===== src/rtl/fetch_stage_if.sv =====
// fetch_stage_if: bus bundle between the fetch stage, instruction memory and
// decode. The master modport is the fetch stage itself; the slave modport is
// the environment (memory responder + decode/next-PC logic).
// When FETCH_PERF_EN is defined the performance counter outputs are included.
interface fetch_stage_if #(
  parameter int unsigned WIDTH = 32
);
  // Control from decode / next-PC logic
  logic             stall;
  logic             redirect;
  logic [WIDTH-1:0] redirect_pc;
  // Instruction memory read channel
  logic             imem_req;
  logic [WIDTH-1:0] imem_addr;
  logic             imem_rvalid;
  logic [WIDTH-1:0] imem_rdata;
  // IF/ID boundary
  logic             if_valid;
  logic [WIDTH-1:0] if_instr;
  logic [WIDTH-1:0] if_pc;
  logic [WIDTH-1:0] if_pc_plus4;
`ifdef FETCH_PERF_EN
  logic [31:0]      perf_fetch_cnt;
  logic [31:0]      perf_stall_cnt;
  logic [31:0]      perf_flush_cnt;

  modport master (
    input  stall, redirect, redirect_pc, imem_rvalid, imem_rdata,
    output imem_req, imem_addr, if_valid, if_instr, if_pc, if_pc_plus4,
    output perf_fetch_cnt, perf_stall_cnt, perf_flush_cnt
  );

  modport slave (
    output stall, redirect, redirect_pc, imem_rvalid, imem_rdata,
    input  imem_req, imem_addr, if_valid, if_instr, if_pc, if_pc_plus4,
    input  perf_fetch_cnt, perf_stall_cnt, perf_flush_cnt
  );
`else
  modport master (
    input  stall, redirect, redirect_pc, imem_rvalid, imem_rdata,
    output imem_req, imem_addr, if_valid, if_instr, if_pc, if_pc_plus4
  );

  modport slave (
    output stall, redirect, redirect_pc, imem_rvalid, imem_rdata,
    input  imem_req, imem_addr, if_valid, if_instr, if_pc, if_pc_plus4
  );
`endif
endinterface


===== src/rtl/fetch_stage.sv =====
// fetch_stage: instruction-fetch front end. Holds the PC, issues one word read
// at a time to instruction memory and registers the returned word into the
// IF/ID boundary. A one-entry skid register absorbs a response that arrives
// while decode is stalled. Redirects flush IF/ID and drop any response still
// in flight for the old path.
// Optional feature: define FETCH_PERF_EN to add saturating fetch/stall/flush
// performance counters.
module fetch_stage #(
  parameter int unsigned      WIDTH    = 32,
  parameter logic [WIDTH-1:0] RESET_PC = '0
) (
  input  logic          clk,
  input  logic          rst_n,
  fetch_stage_if.master fs
);

  typedef enum logic [1:0] {
    ST_IDLE,
    ST_REQ,
    ST_HOLD
  } state_t;

  state_t           state_q,      state_d;
  logic [WIDTH-1:0] pc_q,         pc_d;
  logic             req_q,        req_d;
  logic [WIDTH-1:0] addr_q,       addr_d;
  logic             out_q,        out_d;      // a request is outstanding
  logic             discard_q,    discard_d;  // drop the next response
  logic             if_valid_q,   if_valid_d;
  logic [WIDTH-1:0] if_instr_q,   if_instr_d;
  logic [WIDTH-1:0] if_pc_q,      if_pc_d;
  logic [WIDTH-1:0] if_pc4_q,     if_pc4_d;
  logic             skid_valid_q, skid_valid_d;
  logic [WIDTH-1:0] skid_instr_q, skid_instr_d;
  logic [WIDTH-1:0] skid_pc_q,    skid_pc_d;
`ifdef FETCH_PERF_EN
  logic [31:0]      fetch_cnt_q,  fetch_cnt_d;
  logic [31:0]      stall_cnt_q,  stall_cnt_d;
  logic [31:0]      flush_cnt_q,  flush_cnt_d;
`endif

  logic             accepted;   // request accepted this cycle
  logic             rsp;        // response belonging to an outstanding request
  logic             if_free;
  logic             load;
  logic [WIDTH-1:0] load_instr;
  logic [WIDTH-1:0] load_pc;

  // A response with nothing outstanding (e.g. a late one after reset) is ignored.
  assign accepted = req_q && !out_q;
  assign rsp      = fs.imem_rvalid && out_q;
  assign if_free  = !if_valid_q || !fs.stall;

  // Next-state logic for the fetch FSM, IF/ID register and skid entry.
  always_comb begin
    state_d      = state_q;
    pc_d         = pc_q;
    out_d        = out_q;
    discard_d    = discard_q;
    if_valid_d   = if_valid_q;
    if_instr_d   = if_instr_q;
    if_pc_d      = if_pc_q;
    if_pc4_d     = if_pc4_q;
    skid_valid_d = skid_valid_q;
    skid_instr_d = skid_instr_q;
    skid_pc_d    = skid_pc_q;
    load         = 1'b0;
    load_instr   = '0;
    load_pc      = '0;

    if (rsp) begin
      out_d = 1'b0;
    end else if (accepted) begin
      out_d = 1'b1;
    end

    // IF/ID drains to a bubble unless decode is holding a live entry.
    if (!(fs.stall && if_valid_q)) begin
      if_valid_d = 1'b0;
    end

    if (fs.redirect) begin
      state_d      = ST_REQ;
      pc_d         = fs.redirect_pc & ~WIDTH'(3);
      if_valid_d   = 1'b0;
      skid_valid_d = 1'b0;
      // A response landing in the redirect cycle is simply dropped; only a
      // request still waiting needs its future response discarded.
      discard_d    = (out_q || accepted) && !rsp;
    end else begin
      case (state_q)
        ST_IDLE: begin
          state_d = ST_REQ;
        end
        ST_REQ: begin
          if (rsp) begin
            if (discard_q) begin
              discard_d = 1'b0;
            end else if (if_free) begin
              load       = 1'b1;
              load_instr = fs.imem_rdata;
              load_pc    = pc_q;
              pc_d       = pc_q + WIDTH'(4);
            end else begin
              skid_valid_d = 1'b1;
              skid_instr_d = fs.imem_rdata;
              skid_pc_d    = pc_q;
              pc_d         = pc_q + WIDTH'(4);
              state_d      = ST_HOLD;
            end
          end
        end
        ST_HOLD: begin
          if (!fs.stall && skid_valid_q) begin
            load         = 1'b1;
            load_instr   = skid_instr_q;
            load_pc      = skid_pc_q;
            skid_valid_d = 1'b0;
            state_d      = ST_REQ;
          end
        end
        default: begin
          state_d = ST_IDLE;
        end
      endcase
    end

    if (load) begin
      if_valid_d = 1'b1;
      if_instr_d = load_instr;
      if_pc_d    = load_pc;
      if_pc4_d   = load_pc + WIDTH'(4);
    end

    // Request outputs are registered from the next state so they are glitch free.
    req_d  = (state_d == ST_REQ) && !discard_d;
    addr_d = pc_d;
  end

`ifdef FETCH_PERF_EN
  // Saturating performance counter increments.
  always_comb begin
    fetch_cnt_d = fetch_cnt_q;
    stall_cnt_d = stall_cnt_q;
    flush_cnt_d = flush_cnt_q;
    if (load && (fetch_cnt_q != '1)) begin
      fetch_cnt_d = fetch_cnt_q + 32'd1;
    end
    if (fs.stall && if_valid_q && (stall_cnt_q != '1)) begin
      stall_cnt_d = stall_cnt_q + 32'd1;
    end
    if (fs.redirect && (flush_cnt_q != '1)) begin
      flush_cnt_d = flush_cnt_q + 32'd1;
    end
  end
`endif

  // State and output registers with asynchronous active-low reset.
  always_ff @(posedge clk or negedge rst_n) begin
    if (!rst_n) begin
      state_q      <= ST_IDLE;
      pc_q         <= RESET_PC;
      req_q        <= 1'b0;
      addr_q       <= RESET_PC;
      out_q        <= 1'b0;
      discard_q    <= 1'b0;
      if_valid_q   <= 1'b0;
      if_instr_q   <= '0;
      if_pc_q      <= '0;
      if_pc4_q     <= '0;
      skid_valid_q <= 1'b0;
      skid_instr_q <= '0;
      skid_pc_q    <= '0;
`ifdef FETCH_PERF_EN
      fetch_cnt_q  <= '0;
      stall_cnt_q  <= '0;
      flush_cnt_q  <= '0;
`endif
    end else begin
      state_q      <= state_d;
      pc_q         <= pc_d;
      req_q        <= req_d;
      addr_q       <= addr_d;
      out_q        <= out_d;
      discard_q    <= discard_d;
      if_valid_q   <= if_valid_d;
      if_instr_q   <= if_instr_d;
      if_pc_q      <= if_pc_d;
      if_pc4_q     <= if_pc4_d;
      skid_valid_q <= skid_valid_d;
      skid_instr_q <= skid_instr_d;
      skid_pc_q    <= skid_pc_d;
`ifdef FETCH_PERF_EN
      fetch_cnt_q  <= fetch_cnt_d;
      stall_cnt_q  <= stall_cnt_d;
      flush_cnt_q  <= flush_cnt_d;
`endif
    end
  end

  assign fs.imem_req    = req_q;
  assign fs.imem_addr   = addr_q;
  assign fs.if_valid    = if_valid_q;
  assign fs.if_instr    = if_instr_q;
  assign fs.if_pc       = if_pc_q;
  assign fs.if_pc_plus4 = if_pc4_q;
`ifdef FETCH_PERF_EN
  assign fs.perf_fetch_cnt = fetch_cnt_q;
  assign fs.perf_stall_cnt = stall_cnt_q;
  assign fs.perf_flush_cnt = flush_cnt_q;
`endif

endmodule

===== src/flat_wrapper.sv =====
// flat-port wrapper written by rule: the top's interface ports become plain ports
module fetch_stage_flat 
#(
  parameter int unsigned      WIDTH    = 32,
  parameter logic [WIDTH-1:0] RESET_PC = '0
)
  (clk, rst_n, fs_stall, fs_redirect, fs_redirect_pc, fs_imem_rvalid, fs_imem_rdata, fs_imem_req, fs_imem_addr, fs_if_valid, fs_if_instr, fs_if_pc, fs_if_pc_plus4);
  fetch_stage_if #(.WIDTH(WIDTH)) fs_i ();
  input  logic clk;
  input  logic rst_n;
  input wire logic [$bits(fs_i.stall)-1:0] fs_stall;
  input wire logic [$bits(fs_i.redirect)-1:0] fs_redirect;
  input wire logic [$bits(fs_i.redirect_pc)-1:0] fs_redirect_pc;
  input wire logic [$bits(fs_i.imem_rvalid)-1:0] fs_imem_rvalid;
  input wire logic [$bits(fs_i.imem_rdata)-1:0] fs_imem_rdata;
  output wire logic [$bits(fs_i.imem_req)-1:0] fs_imem_req;
  output wire logic [$bits(fs_i.imem_addr)-1:0] fs_imem_addr;
  output wire logic [$bits(fs_i.if_valid)-1:0] fs_if_valid;
  output wire logic [$bits(fs_i.if_instr)-1:0] fs_if_instr;
  output wire logic [$bits(fs_i.if_pc)-1:0] fs_if_pc;
  output wire logic [$bits(fs_i.if_pc_plus4)-1:0] fs_if_pc_plus4;
  assign fs_i.stall = fs_stall;
  assign fs_i.redirect = fs_redirect;
  assign fs_i.redirect_pc = fs_redirect_pc;
  assign fs_i.imem_rvalid = fs_imem_rvalid;
  assign fs_i.imem_rdata = fs_imem_rdata;
  assign fs_imem_req = fs_i.imem_req;
  assign fs_imem_addr = fs_i.imem_addr;
  assign fs_if_valid = fs_i.if_valid;
  assign fs_if_instr = fs_i.if_instr;
  assign fs_if_pc = fs_i.if_pc;
  assign fs_if_pc_plus4 = fs_i.if_pc_plus4;
  fetch_stage #(.WIDTH(WIDTH), .RESET_PC(RESET_PC)) u_core (.clk(clk), .rst_n(rst_n), .fs(fs_i));
endmodule

===== config.mk =====
export PLATFORM = sky130hd
export DESIGN_NAME = fetch_stage_flat
export DESIGN_NICKNAME = d
export VERILOG_FILES = /design/src/rtl/fetch_stage_if.sv /design/src/rtl/fetch_stage.sv /design/src/flat_wrapper.sv
export SDC_FILE = /design/constraint.sdc
export NUM_CORES = 1
export LEC_CHECK = 0
export BUFFER_PORTS_ARGS = -buffer_cell sky130_fd_sc_hd__clkbuf_2
export CORE_ASPECT_RATIO = 2
export CORE_MARGIN = 1.5
export CORE_UTILIZATION = 55
export CTS_BUF_LIST = sky130_fd_sc_hd__clkbuf_4 sky130_fd_sc_hd__clkbuf_8
export DETAILED_ROUTE_END_ITERATION = 7
export GPL_TIMING_DRIVEN = 0
export PLACE_DENSITY = 0.81
export RECOVER_POWER = 50
export SLEW_MARGIN = 10
export SYNTH_ARGS = -nofsm -noshare
export SYNTH_HDL_FRONTEND = slang
export SYNTH_SLANG_ARGS = --single-unit

===== constraint.sdc =====
create_clock -name clk -period 3.6 [get_ports clk]
set_input_delay 0.18 -clock clk [delete_from_list [all_inputs] [get_ports clk]]
set_output_delay 0.18 -clock clk [all_outputs]
set_load 0.02 [all_outputs]

==> results.md <==
* Violated checks: capacitance limit, slew limit
* Post-layout minimum cycle time at 3.42 ns
* Final setup skew at 0.0176 ns
* Area Overhead vs Synth at 24.2%
* First-iteration detailed-routing DRC count at 467
* Nets at 1,193
* Routed Wire Length at 23,500 um
* Crit Reg-Reg Endpoint: u_core.fs.if_pc_plus4[20]$_DFFE_PN0P_
* TritonRoute pass-1 iters at 7
* H-tree depth at 4
* Max Slew Vio Count at 89
* Initial antenna violation count at 0
* R2R Setup Slk at 0.18 ns
* GR Overflow Total at 0
* Critical path launch point: u_core.state_q[1]$_DFF_PN0_
* Die area at 17,200 um2
* Busiest grt layer: met2
* Endpoint, Worst Hold: u_core.state_q[1]$_DFF_PN0_
* Worst-margin pin slew at 2.15 ns
* Vias in the first global route at 7,485
* Met3 Use GR at 5.00%
* Final instance area at 11,200 um2
* Hold Vio Cnt, Final at 0
* Fillers at 1,261
* Core area at 16,100 um2
* Post-synth EDFFs at 0
* Async SR Flop Fraction at 100%
* Static Leak at 5.12 nW
* DP Area at 10,300 um2
* Cells after synthesis at 839
* Setup Crit Path Kind: register to register
* Tightest Hold Check Type: input port to register
* GPL Wtd Cong at 0.915
* Crit path required time at 3.96 ns
* Bufs on Longest Clock Path at 2
* Antenna Nets Post-Route at 0
* CTS Sinks at 192
* CP Launch Type: register
* Worst Path Arrival at 3.77 ns
* GRT Overall Usage at 28.1%
* Maximum operating frequency at 293 MHz
* #FFs+latches synth at 192
* # setup viols final at 0
* Cell Pwr Density at 614 nW/um2
* RSZ-0062 raised after global routing: no
* Height of the die at 184 um
* Starting Density at 55.9%
* Worst Hold Slack at 0.108 ns
* Slew HR at -43.2%
* Met1 global-route usage at 37.7%
* Crit. End Element: register
* Syn_area_per_cell at 10.7 um2
* CTS tree: built
* Worst hold start: fs_stall
* Clk Latency, worst-skew pair at 0.48 ns
* Tcrit/Tclk final at 94.9%
* # port buffers at 194
* Via Count at 7,737
* Num CTS Buffers at 17
* CTS Root Cell: clkbuf_8
* Ratio of cells with drive above 1 in the final layout at 20.2%
* MaxCap Viol Count at 1
* Routed WL per cell at 17.6 um
* Die X at 93.5 um
* Setup TNS at 0 ns
* Cell area after synthesis at 9000 um2
* Sequential area share after synthesis at 53.4%
* Number of diodes at 0
* Run status: finished with violations
* R2r worst-path depth at 14
* Unique masters post-synth at 59
* Residual DRC count at 0
* Reg2Reg Launch Point: u_core.state_q[1]$_DFF_PN0_
* Vias/cell at 5.80
* VDD IR max at 0.313 mV
* Placed wire-length estimate at 16,600 um
* Hold Crit Depth at 3
* Largest net degree at the start of global routing at 105
* First-pass GRT wire length at 37,800 um
* Clk slew on worst S/H paths at 0.11 ns
* M2 GR Usage at 45.7%
* IO Pins at 199
* CP Max Fanout at 10
* # rows at 66
* Ys Warns at 0
* Main flop type after synthesis: dfrtp_1
[where the power goes]
group | internal, W | switching [W] | leakage (nW)
clock | 0.000586 | 0.000862 | 0.204
combinational | 0.000753 | 0.00148 | 2.41
sequential | 0.00277 | 0.000417 | 2.51
[logic make-up (layout without fill, tap and decap cells)]
logic type	count (synthesis)	after routing	synth area share [%]
DFF	192	192	53.4
buffers and inverters	71	362	3.74
xor gates and xnor gates	48	48	4.67
AOI/OAI and AO/OA	196	196	14.4
other	1	2	0.0417
and+or+nand+nor	257	257	14.5
adders and majority gates	6	6	0.834
muxes	68	68	8.45
[synthesized netlist by cell type, drive strengths merged (2+ instances only)]
library cell | count | area [um2]
nand3b | 2 | 15.0
nor2 | 37 | 141
a31oi | 8 | 50.1
dfrtp | 192 | 4800
nand4 | 14 | 103
a32oi | 24 | 233
nor2b | 3 | 18.8
a22o | 2 | 17.5
and4 | 3 | 26.3
nand2b | 2 | 12.5
mux2 | 64 | 721
nand2 | 125 | 472
a21oi | 7 | 35.0
clkbuf | 28 | 105
and4b | 5 | 51.3
inv | 10 | 37.5
mux2i | 4 | 40.0
xor2 | 22 | 193
a21o | 19 | 143
o2111ai | 2 | 17.5
and2 | 4 | 25.0
o21ai | 90 | 450
a22oi | 34 | 255
nand3 | 20 | 105
xnor2 | 26 | 228
and3 | 10 | 62.6
or3 | 2 | 12.5
a221oi | 3 | 26.3
nor3 | 15 | 91.3
buf | 33 | 194
ha | 6 | 75.1
nor4 | 11 | 130
[metal layers]
metal  wire (um)  share of wire, %
met1        9800                42
met5           0                 0
met2       11700                50
met4         509               2.2
met3        1550               6.6
[state kept, by name, indices dropped and copies added, names as in the netlist]
signal	cells
u_core.skid_pc_q	30
u_core.skid_valid_q	1
u_core.fs.if_pc	30
u_core.fs.if_valid	1
u_core.pc_q	30
u_core.state_q	2
u_core.fs.imem_req	1
u_core.skid_instr_q	32
u_core.out_q	1
u_core.discard_q	1
u_core.fs.if_instr	32
u_core.fs.if_pc_plus4	31
[worst max-delay path by stage]
stage	to	slack, ns
after CTS	u_core.fs.if_pc_plus4[20]$_DFFE_PN0P_	0.12
after global routing	u_core.fs.if_pc_plus4[28]$_DFFE_PN0P_	0.003
after detailed placement	u_core.fs.if_pc_plus4[30]$_DFFE_PN0P_	-0.41
after floorplan	u_core.fs.if_pc_plus4[30]$_DFFE_PN0P_	0.48
final	u_core.fs.if_pc_plus4[20]$_DFFE_PN0P_	0.18
after global placement	u_core.skid_instr_q[14]$_DFFE_PN0P_	-1.13
[worst max-delay path, stage by stage (launching register included)]
cell      delay (ns)
dfrtp_1         0.44
inv_1           0.10
ha_1            0.23
and4b_2         0.32
buf_6           0.16
and2_1          0.16
clkbuf_2        0.26
a21oi_1         0.13
nor2_2          0.19
ha_1            0.22
nor2b_2         0.24
nand3_2         0.20
nor4_4          0.26
xor2_1          0.27
o21ai_0         0.11
[layout make-up]
type / instances / area (um2) / share of cell area, %
inverters: 10 / 37.5 / 0.336
well taps: 204 / 255 / 2.28
plain buffers: 60 / 300 / 2.69
flip-flops and latches: 192 / 4800 / 43.0
repair buffers: 260 / 1500 / 13.4
multi-input cells: 577 / 3880 / 34.7
clock buffers: 17 / 234 / 2.09
clock inverters: 15 / 168 / 1.50
[cell usage in the layout (no fill, tap or decap), drive strengths merged, types with 11 or more instances in the layout]
master,count
xnor2,26
nand4,14
dlygate4sd3,64
a21o,19
nor4,11
a32oi,24
clkbuf,240
a22oi,34
xor2,22
buf,33
mux2,64
nand2,125
dfrtp,192
nor3,15
inv,19
nand3,20
nor2,37
o21ai,90
[per-stage QoR]
step                      total power [W]  util, %  worst slack [ns]  std cells
after floorplan                   0.00460        -             0.483        840
after global placement            0.00541     63.5             -1.13       1238
after detailed placement          0.00551     63.8            -0.412       1239
after CTS                         0.00699     70.3             0.125       1335
after global routing              0.00726     69.4           0.00277       1335
final                             0.00687     69.4             0.183       1335
[repair_timing]
item,4_1_cts,5_1_grt
endpoints found under the hold margin,160,0
pin swaps,1,0
endpoints found under the setup margin,13,6
hold buffers,64,0
setup buffers,1,0
gates resized for setup,3,3
(Power assumes the default switching activity.)
